==> src/rtl/rv32i_exu_alu_imm_pkg.sv <==
// Shared definitions for the RV32I execute-stage ALU/immediate slice.
// Contents: datapath width, major opcodes, funct3 codes for ALU and
// branch operations, the canonical NOP, and small field-extract helpers.
package rv32i_exu_alu_imm_pkg;

  localparam int XLEN = 32;

  // Major opcodes (inst[6:0])
  localparam logic [6:0] OP     = 7'b0110011;
  localparam logic [6:0] OP_IMM = 7'b0010011;
  localparam logic [6:0] LOAD   = 7'b0000011;
  localparam logic [6:0] STORE  = 7'b0100011;
  localparam logic [6:0] BRANCH = 7'b1100011;
  localparam logic [6:0] LUI    = 7'b0110111;
  localparam logic [6:0] AUIPC  = 7'b0010111;
  localparam logic [6:0] JAL    = 7'b1101111;
  localparam logic [6:0] JALR   = 7'b1100111;
  localparam logic [6:0] SYSTEM = 7'b1110011;

  // ALU funct3 codes (OP / OP_IMM)
  localparam logic [2:0] F3_ADD  = 3'b000;
  localparam logic [2:0] F3_SLL  = 3'b001;
  localparam logic [2:0] F3_SLT  = 3'b010;
  localparam logic [2:0] F3_SLTU = 3'b011;
  localparam logic [2:0] F3_XOR  = 3'b100;
  localparam logic [2:0] F3_SR   = 3'b101;
  localparam logic [2:0] F3_OR   = 3'b110;
  localparam logic [2:0] F3_AND  = 3'b111;

  // Branch funct3 codes
  localparam logic [2:0] F3_BEQ  = 3'b000;
  localparam logic [2:0] F3_BNE  = 3'b001;
  localparam logic [2:0] F3_BLT  = 3'b100;
  localparam logic [2:0] F3_BGE  = 3'b101;
  localparam logic [2:0] F3_BLTU = 3'b110;
  localparam logic [2:0] F3_BGEU = 3'b111;

  // add x0,x0,x0: used by the core to flush the E stage
  localparam logic [31:0] NOP = 32'h0000_0033;

  function automatic logic [6:0] get_opcode(input logic [31:0] inst);
    return inst[6:0];
  endfunction

  function automatic logic [2:0] get_funct3(input logic [31:0] inst);
    return inst[14:12];
  endfunction

endpackage

==> src/rtl/rv32i_exu_alu_imm_if.sv <==
// Bus between the core's E stage and the ALU/immediate slice.
// Signals: inst, in_a, in_b (core -> slice); imm, result, take_b
// (combinational, slice -> core); imm_q, result_q, take_b_q (registered
// copies for the E/M boundary, slice -> core).
// master = core side, slave = ALU/immediate slice.
// There is no handshake: every field is valid every cycle; a flushed stage
// simply carries NOP.
interface rv32i_exu_alu_imm_if;
  import rv32i_exu_alu_imm_pkg::*;

  logic [XLEN-1:0] inst;
  logic [XLEN-1:0] in_a;
  logic [XLEN-1:0] in_b;
  logic [XLEN-1:0] imm;
  logic [XLEN-1:0] result;
  logic            take_b;
  logic [XLEN-1:0] imm_q;
  logic [XLEN-1:0] result_q;
  logic            take_b_q;

  modport master (
    output inst, in_a, in_b,
    input  imm, result, take_b, imm_q, result_q, take_b_q
  );

  modport slave (
    input  inst, in_a, in_b,
    output imm, result, take_b, imm_q, result_q, take_b_q
  );

endinterface

==> src/rtl/rv32i_imm_gen.sv <==
// RV32I immediate generator (purely combinational).
// Ports: inst_i (32) instruction word; imm_o (32) decoded, sign-extended
// immediate. R-type and unrecognised opcodes produce 0.
module rv32i_imm_gen
  import rv32i_exu_alu_imm_pkg::*;
(
  input  logic [31:0] inst_i,
  output logic [31:0] imm_o
);

  logic [6:0] opcode;
  assign opcode = get_opcode(inst_i);

  always_comb begin
    imm_o = '0;
    case (opcode)
      LOAD, OP_IMM, JALR, SYSTEM:
        imm_o = {{20{inst_i[31]}}, inst_i[31:20]};
      STORE:
        imm_o = {{20{inst_i[31]}}, inst_i[31:25], inst_i[11:7]};
      BRANCH:
        imm_o = {{19{inst_i[31]}}, inst_i[31], inst_i[7], inst_i[30:25],
                 inst_i[11:8], 1'b0};
      LUI, AUIPC:
        imm_o = {inst_i[31:12], 12'b0};
      JAL:
        imm_o = {{11{inst_i[31]}}, inst_i[31], inst_i[19:12], inst_i[20],
                 inst_i[30:21], 1'b0};
      default:
        imm_o = '0;
    endcase
  end

endmodule

==> src/rtl/rv32i_exu_alu_imm.sv <==
// RV32I execute-stage slice: immediate generator, integer ALU and branch
// condition evaluation, plus a one-cycle register stage for the E/M boundary.
// Ports:
//   clk     rising-edge clock
//   reset   synchronous, active-high; clears the registered outputs only
//   exu_if  slave side of rv32i_exu_alu_imm_if (inst/in_a/in_b in;
//           imm/result/take_b combinational out; *_q registered out)
module rv32i_exu_alu_imm
  import rv32i_exu_alu_imm_pkg::*;
#(
  parameter int XLEN_P = 32
) (
  input  logic                 clk,
  input  logic                 reset,
  rv32i_exu_alu_imm_if.slave   exu_if
);

  // Only a 32-bit datapath is implemented.
  if (XLEN_P != XLEN) begin : g_bad_xlen
    $error("rv32i_exu_alu_imm: only XLEN_P=32 is supported");
  end

  logic [6:0]      opcode;
  logic [2:0]      funct3;
  logic            alt;
  logic [XLEN-1:0] in_a;
  logic [XLEN-1:0] in_b;
  logic [4:0]      shamt;
  logic [XLEN-1:0] imm;
  logic [XLEN-1:0] result;
  logic            take_b;
  logic            lt_s;
  logic            lt_u;
  logic            eq;

  assign opcode = get_opcode(exu_if.inst);
  assign funct3 = get_funct3(exu_if.inst);
  assign alt    = exu_if.inst[30];
  assign in_a   = exu_if.in_a;
  assign in_b   = exu_if.in_b;
  assign shamt  = in_b[4:0];

  // Comparisons shared by SLT/SLTU and the branch unit.
  assign lt_s = $signed(in_a) < $signed(in_b);
  assign lt_u = in_a < in_b;
  assign eq   = in_a == in_b;

  rv32i_imm_gen u_imm_gen (
    .inst_i (exu_if.inst),
    .imm_o  (imm)
  );

  // ALU. Non-ALU opcodes fall through to a plain add, which the core uses
  // for link values (PC+4), AUIPC and address generation.
  always_comb begin
    result = in_a + in_b;
    if (opcode == OP || opcode == OP_IMM) begin
      case (funct3)
        // inst[30] on OP-IMM is an immediate bit, not a subtract select.
        F3_ADD:  result = (opcode == OP && alt) ? in_a - in_b : in_a + in_b;
        F3_SLL:  result = in_a << shamt;
        F3_SLT:  result = {{(XLEN-1){1'b0}}, lt_s};
        F3_SLTU: result = {{(XLEN-1){1'b0}}, lt_u};
        F3_XOR:  result = in_a ^ in_b;
        F3_SR:   result = alt ? $unsigned($signed(in_a) >>> shamt)
                              : in_a >> shamt;
        F3_OR:   result = in_a | in_b;
        F3_AND:  result = in_a & in_b;
        default: result = in_a + in_b;
      endcase
    end
  end

  // Branch condition; funct3 010/011 are not branches and never take.
  always_comb begin
    take_b = 1'b0;
    if (opcode == BRANCH) begin
      case (funct3)
        F3_BEQ:  take_b = eq;
        F3_BNE:  take_b = !eq;
        F3_BLT:  take_b = lt_s;
        F3_BGE:  take_b = !lt_s;
        F3_BLTU: take_b = lt_u;
        F3_BGEU: take_b = !lt_u;
        default: take_b = 1'b0;
      endcase
    end
  end

  assign exu_if.imm    = imm;
  assign exu_if.result = result;
  assign exu_if.take_b = take_b;

  // E/M register stage. No enable: the core flushes by inserting NOP.
  logic [XLEN-1:0] imm_d,    imm_q;
  logic [XLEN-1:0] result_d, result_q;
  logic            take_b_d, take_b_q;

  assign imm_d    = imm;
  assign result_d = result;
  assign take_b_d = take_b;

  always_ff @(posedge clk) begin
    if (reset) begin
      imm_q    <= '0;
      result_q <= '0;
      take_b_q <= 1'b0;
    end else begin
      imm_q    <= imm_d;
      result_q <= result_d;
      take_b_q <= take_b_d;
    end
  end

  assign exu_if.imm_q    = imm_q;
  assign exu_if.result_q = result_q;
  assign exu_if.take_b_q = take_b_q;

endmodule

==> src/flat_wrapper.sv <==
// flat-port wrapper written by rule: the top's interface ports become plain ports
module rv32i_exu_alu_imm_flat import rv32i_exu_alu_imm_pkg::*;
#(
  parameter int XLEN_P = 32
)
  (clk, reset, exu_if_inst, exu_if_in_a, exu_if_in_b, exu_if_imm, exu_if_result, exu_if_take_b, exu_if_imm_q, exu_if_result_q, exu_if_take_b_q);
  rv32i_exu_alu_imm_if exu_if_i ();
  input  logic clk;
  input  logic reset;
  input wire logic [$bits(exu_if_i.inst)-1:0] exu_if_inst;
  input wire logic [$bits(exu_if_i.in_a)-1:0] exu_if_in_a;
  input wire logic [$bits(exu_if_i.in_b)-1:0] exu_if_in_b;
  output wire logic [$bits(exu_if_i.imm)-1:0] exu_if_imm;
  output wire logic [$bits(exu_if_i.result)-1:0] exu_if_result;
  output wire logic [$bits(exu_if_i.take_b)-1:0] exu_if_take_b;
  output wire logic [$bits(exu_if_i.imm_q)-1:0] exu_if_imm_q;
  output wire logic [$bits(exu_if_i.result_q)-1:0] exu_if_result_q;
  output wire logic [$bits(exu_if_i.take_b_q)-1:0] exu_if_take_b_q;
  assign exu_if_i.inst = exu_if_inst;
  assign exu_if_i.in_a = exu_if_in_a;
  assign exu_if_i.in_b = exu_if_in_b;
  assign exu_if_imm = exu_if_i.imm;
  assign exu_if_result = exu_if_i.result;
  assign exu_if_take_b = exu_if_i.take_b;
  assign exu_if_imm_q = exu_if_i.imm_q;
  assign exu_if_result_q = exu_if_i.result_q;
  assign exu_if_take_b_q = exu_if_i.take_b_q;
  rv32i_exu_alu_imm #(.XLEN_P(XLEN_P)) u_core (.clk(clk), .reset(reset), .exu_if(exu_if_i));
endmodule
==> config.mk <==
export PLATFORM = sky130hd
export DESIGN_NAME = rv32i_exu_alu_imm_flat
export DESIGN_NICKNAME = d
export VERILOG_FILES = /design/src/rtl/rv32i_exu_alu_imm_pkg.sv /design/src/rtl/rv32i_exu_alu_imm_if.sv /design/src/rtl/rv32i_imm_gen.sv /design/src/rtl/rv32i_exu_alu_imm.sv /design/src/flat_wrapper.sv
export SDC_FILE = /design/constraint.sdc
export NUM_CORES = 1
export LEC_CHECK = 0
export BUFFER_PORTS_ARGS = -buffer_cell sky130_fd_sc_hd__buf_2
export CELL_PAD_IN_SITES_DETAIL_PLACEMENT = 0
export CELL_PAD_IN_SITES_GLOBAL_PLACEMENT = 1
export CORE_MARGIN = 5
export CORE_UTILIZATION = 42
export CTS_CLUSTER_SIZE = 8
export DETAILED_ROUTE_END_ITERATION = 10
export HOLD_SLACK_MARGIN = 0.03
export PLACE_DENSITY_LB_ADDON = 0.12
export RECOVER_POWER = 100
export SYNTH_ARGS = -nofsm -noshare
export SYNTH_HDL_FRONTEND = slang
export SYNTH_HIERARCHICAL = 1
export SYNTH_SLANG_ARGS = --single-unit
==> constraint.sdc <==
create_clock -name clk -period 5.25 [get_ports clk]
set_input_delay 0.7875 -clock clk [delete_from_list [all_inputs] [get_ports clk]]
set_output_delay 0.7875 -clock clk [all_outputs]
set_load 0.1 [all_outputs]
==> impl_metrics.tcl <==
set metrics [dict create \
    max_cap_viol_count 0 \
    syn_area_sq_mm 0.0119 \
    synth_ff_type "dfxtp_1" \
    synth_edf_count 0 \
    fin_area_sq_mm 0.0141 \
    switchingPower_mw 1.84 \
    nNetsFinal 2072 \
    grt_pass1_wl_mm 89.3 \
    finalHoldViolCount 0 \
    slew_viol_final 0 \
    path_clk_slew_ps 60 \
    setup-tns-final_ps 0 \
    portBuffers 227 \
    synthesis.nets 1867 \
    root_buffer "clkbuf_16" \
    dr_wl_met3_mm 7.38 \
    powerDensity_mw_per_mm2 235 \
    grt_max_degree 69 \
    rsz0062_at_grt "no" \
    die_area_sq_mm 0.0318 \
    drc 0 \
    grt_pass1_vias 13700 \
    die_h_microns 178 \
    arrival_ps 4330 \
    leakagePower_nw 6.18 \
    row_count 61 \
    swShare 0.556 \
    final_layout_size_suffix_gt1_frac 0.177 \
    hold_buffers 0 \
    ys_warn_count 6 \
    peakVddDrop_mv 0.207 \
    vias_per_cell 6.47 \
    cts_max_level 3 \
    status "finished, final reports clean" \
    gr-total-overflow 0 \
    finalSetupViolations 0 \
    avgSynthCellArea_sq_um 7.13 \
    grt_use_total 0.373 \
    final_common_cell "nand2_1" \
    placed_area_sq_mm 0.0143 \
    cts_buffers 9 \
    dr.pass1.iters 8 \
    synth.distinct_cells 94 \
    ios 228 \
    hold_class "in -> reg" \
    wire_per_inst_microns 27.1 \
    slew_headroom 0.115 \
    core-area_sq_mm 0.0279 \
    ys_seq_area_frac 0.109 \
    seq_power_share 0.162 \
    cp-startpoint "exu_if_in_b[0]" \
    start_util 0.428 \
    intPower_mw 1.47 \
    place_congestion 1.04 \
    total_power_mw 3.31 \
    first_iter_violations 1845 \
    path_class "in -> out" \
    cts_tree "built" \
    fin_crit_ps 5110 \
    path_max_fanout 35 \
    mostFrequentLayoutCells "nand2_1, nor2_1, a21oi_1, o21ai_0, clkbuf_1" \
    wl_mm 61.3 \
    max_freq_mhz 196 \
    p_comb_frac 0.641 \
    syn_inst 1670 \
    end_kind "output port" \
    fin_crit_sh 0.974 \
    die_w_microns 178 \
    antenna_found_initial 6 \
    syn_to_final_growth_pct 18.3 \
    clkSinkCount 65 \
    hold_path_depth 3 \
    startpoint_type "input port" \
    met1Wirelength_mm 24.2 \
    synth-seq-cells 65 \
    cts_resized 0 \
    final_util 0.506 \
    vias 14600 \
    dp_hpwl_mm 48.5 \
    post_cts_buffers 0 \
    synthArstFlopShare 0 \
    ant_nets 0 \
    top_layer "met5" \
    crit_end "exu_if_result[13]" \
    tightest_slew_ps 1330 \
    met2_length_mm 26.0 \
    cp_data_required_time_ps 4460 \
    cts.path.max_buffers 2 \
    p_clk_frac 0.197 \
]
## state kept, by name (all words and copies together) (netlist names)
name / count
u_core/exu_if.take_b_q: 1
u_core/exu_if.imm_q: 32
u_core/exu_if.result_q: 32
## Yosys cell counts, types with 11 or more instances
master    count  share of area
nand2_1     177          0.056
nor2_1      149          0.047
a21oi_1     128          0.054
o21ai_0     112          0.047
inv_1        99          0.031
ha_1         97           0.10
clkbuf_1     76          0.024
dfxtp_1      65           0.11
nor2b_1      60          0.032
mux2i_1      59          0.050
a21o_1       40          0.025
mux2_2       31          0.029
mux4_2       31          0.059
nand3_1      29          0.012
nor3_1       28          0.012
buf_2        27          0.011
a31oi_1      26          0.014
o211ai_1     26          0.016
a211oi_1     25          0.016
a22o_1       23          0.017
and3_1       22          0.012
a22oi_1      18          0.011
nor4_1       18         0.0095
o21bai_1     18          0.011
o221ai_1     18          0.013
nand2b_1     17         0.0089
buf_1        16         0.0050
o22ai_1      16         0.0084
a221oi_1     14          0.010
o31ai_1      14         0.0088
xnor2_1      12         0.0088
a221o_1      11         0.0092
## critical path: stages
cell,delay (ps)
buf_4,110
buf_4,450
mux2_1,520
mux4_2,520
mux2_2,280
o21ai_0,400
o21ai_0,380
a31oi_1,360
o221ai_1,260
buf_12,230
## power groups by stage
stage / clock network [mW] / registers (mW) / logic (mW)
2_1_floorplan: 0 / 0.800 / 1.25
3_3_place_gp: 0 / 0.546 / 2.21
3_5_place_dp: 0 / 0.547 / 2.21
4_1_cts: 0.668 / 0.536 / 2.22
5_1_grt: 0.690 / 0.540 / 2.21
6_report: 0.653 / 0.537 / 2.12
## how the worst min path moves through the flow
stage | start | to | slack, ps
after global placement | exu_if_inst[17] | u_core/exu_if.imm_q[17] | 1120
after CTS | exu_if_inst[17] | u_core/exu_if.imm_q[17] | 760
after global routing | exu_if_inst[17] | u_core/exu_if.imm_q[17] | 780
final | exu_if_inst[17] | u_core/exu_if.imm_q[17] | 780
after detailed placement | exu_if_inst[17] | u_core/exu_if.imm_q[17] | 1130
after floorplan | reset | u_core/exu_if.result_q[30] | 1010
## routing by layer
metal	global-route usage	vias up
li1	-	6580
met1	0.493	6862
met2	0.563	1000
met3	0.0916	189
met4	0.189	2
met5	0	-
## through the flow
| step | hold WS (ps) | setup WS, ps | cells |
|---|---|---|---|
| final | 779 | 137 | 2261 |
| after global routing | 784 | 17.5 | 2258 |
| after CTS | 763 | 201 | 2258 |
| after detailed placement | 1130 | 236 | 2242 |
| after global placement | 1120 | 241 | 2242 |
| after floorplan | 1010 | -82.8 | 1670 |
## logic make-up after synthesis
| group | after synthesis | synth area share |
|---|---|---|
| multiplexers | 123 | 0.139 |
| AND/OR/NAND/NOR | 555 | 0.222 |
| buffers and inverters | 229 | 0.0785 |
| flip-flops | 65 | 0.109 |
| XOR/XNOR | 14 | 0.0103 |
| adder cells (fa/ha/maj) | 99 | 0.105 |
| AO/OA/AOI/OAI | 585 | 0.336 |
## layout make-up
cell class              count  area, sq um
clock inverters             7         77.6
diodes                      3         7.51
fillers                  2936        13800
inverters                 101          382
repair buffers            322         1870
flip-flops and latches     65         1300
clock buffers               9          225
multi-input cells        1376         9760
well taps                 378          473
No activity file was read; power rests on OpenSTA's default activity.
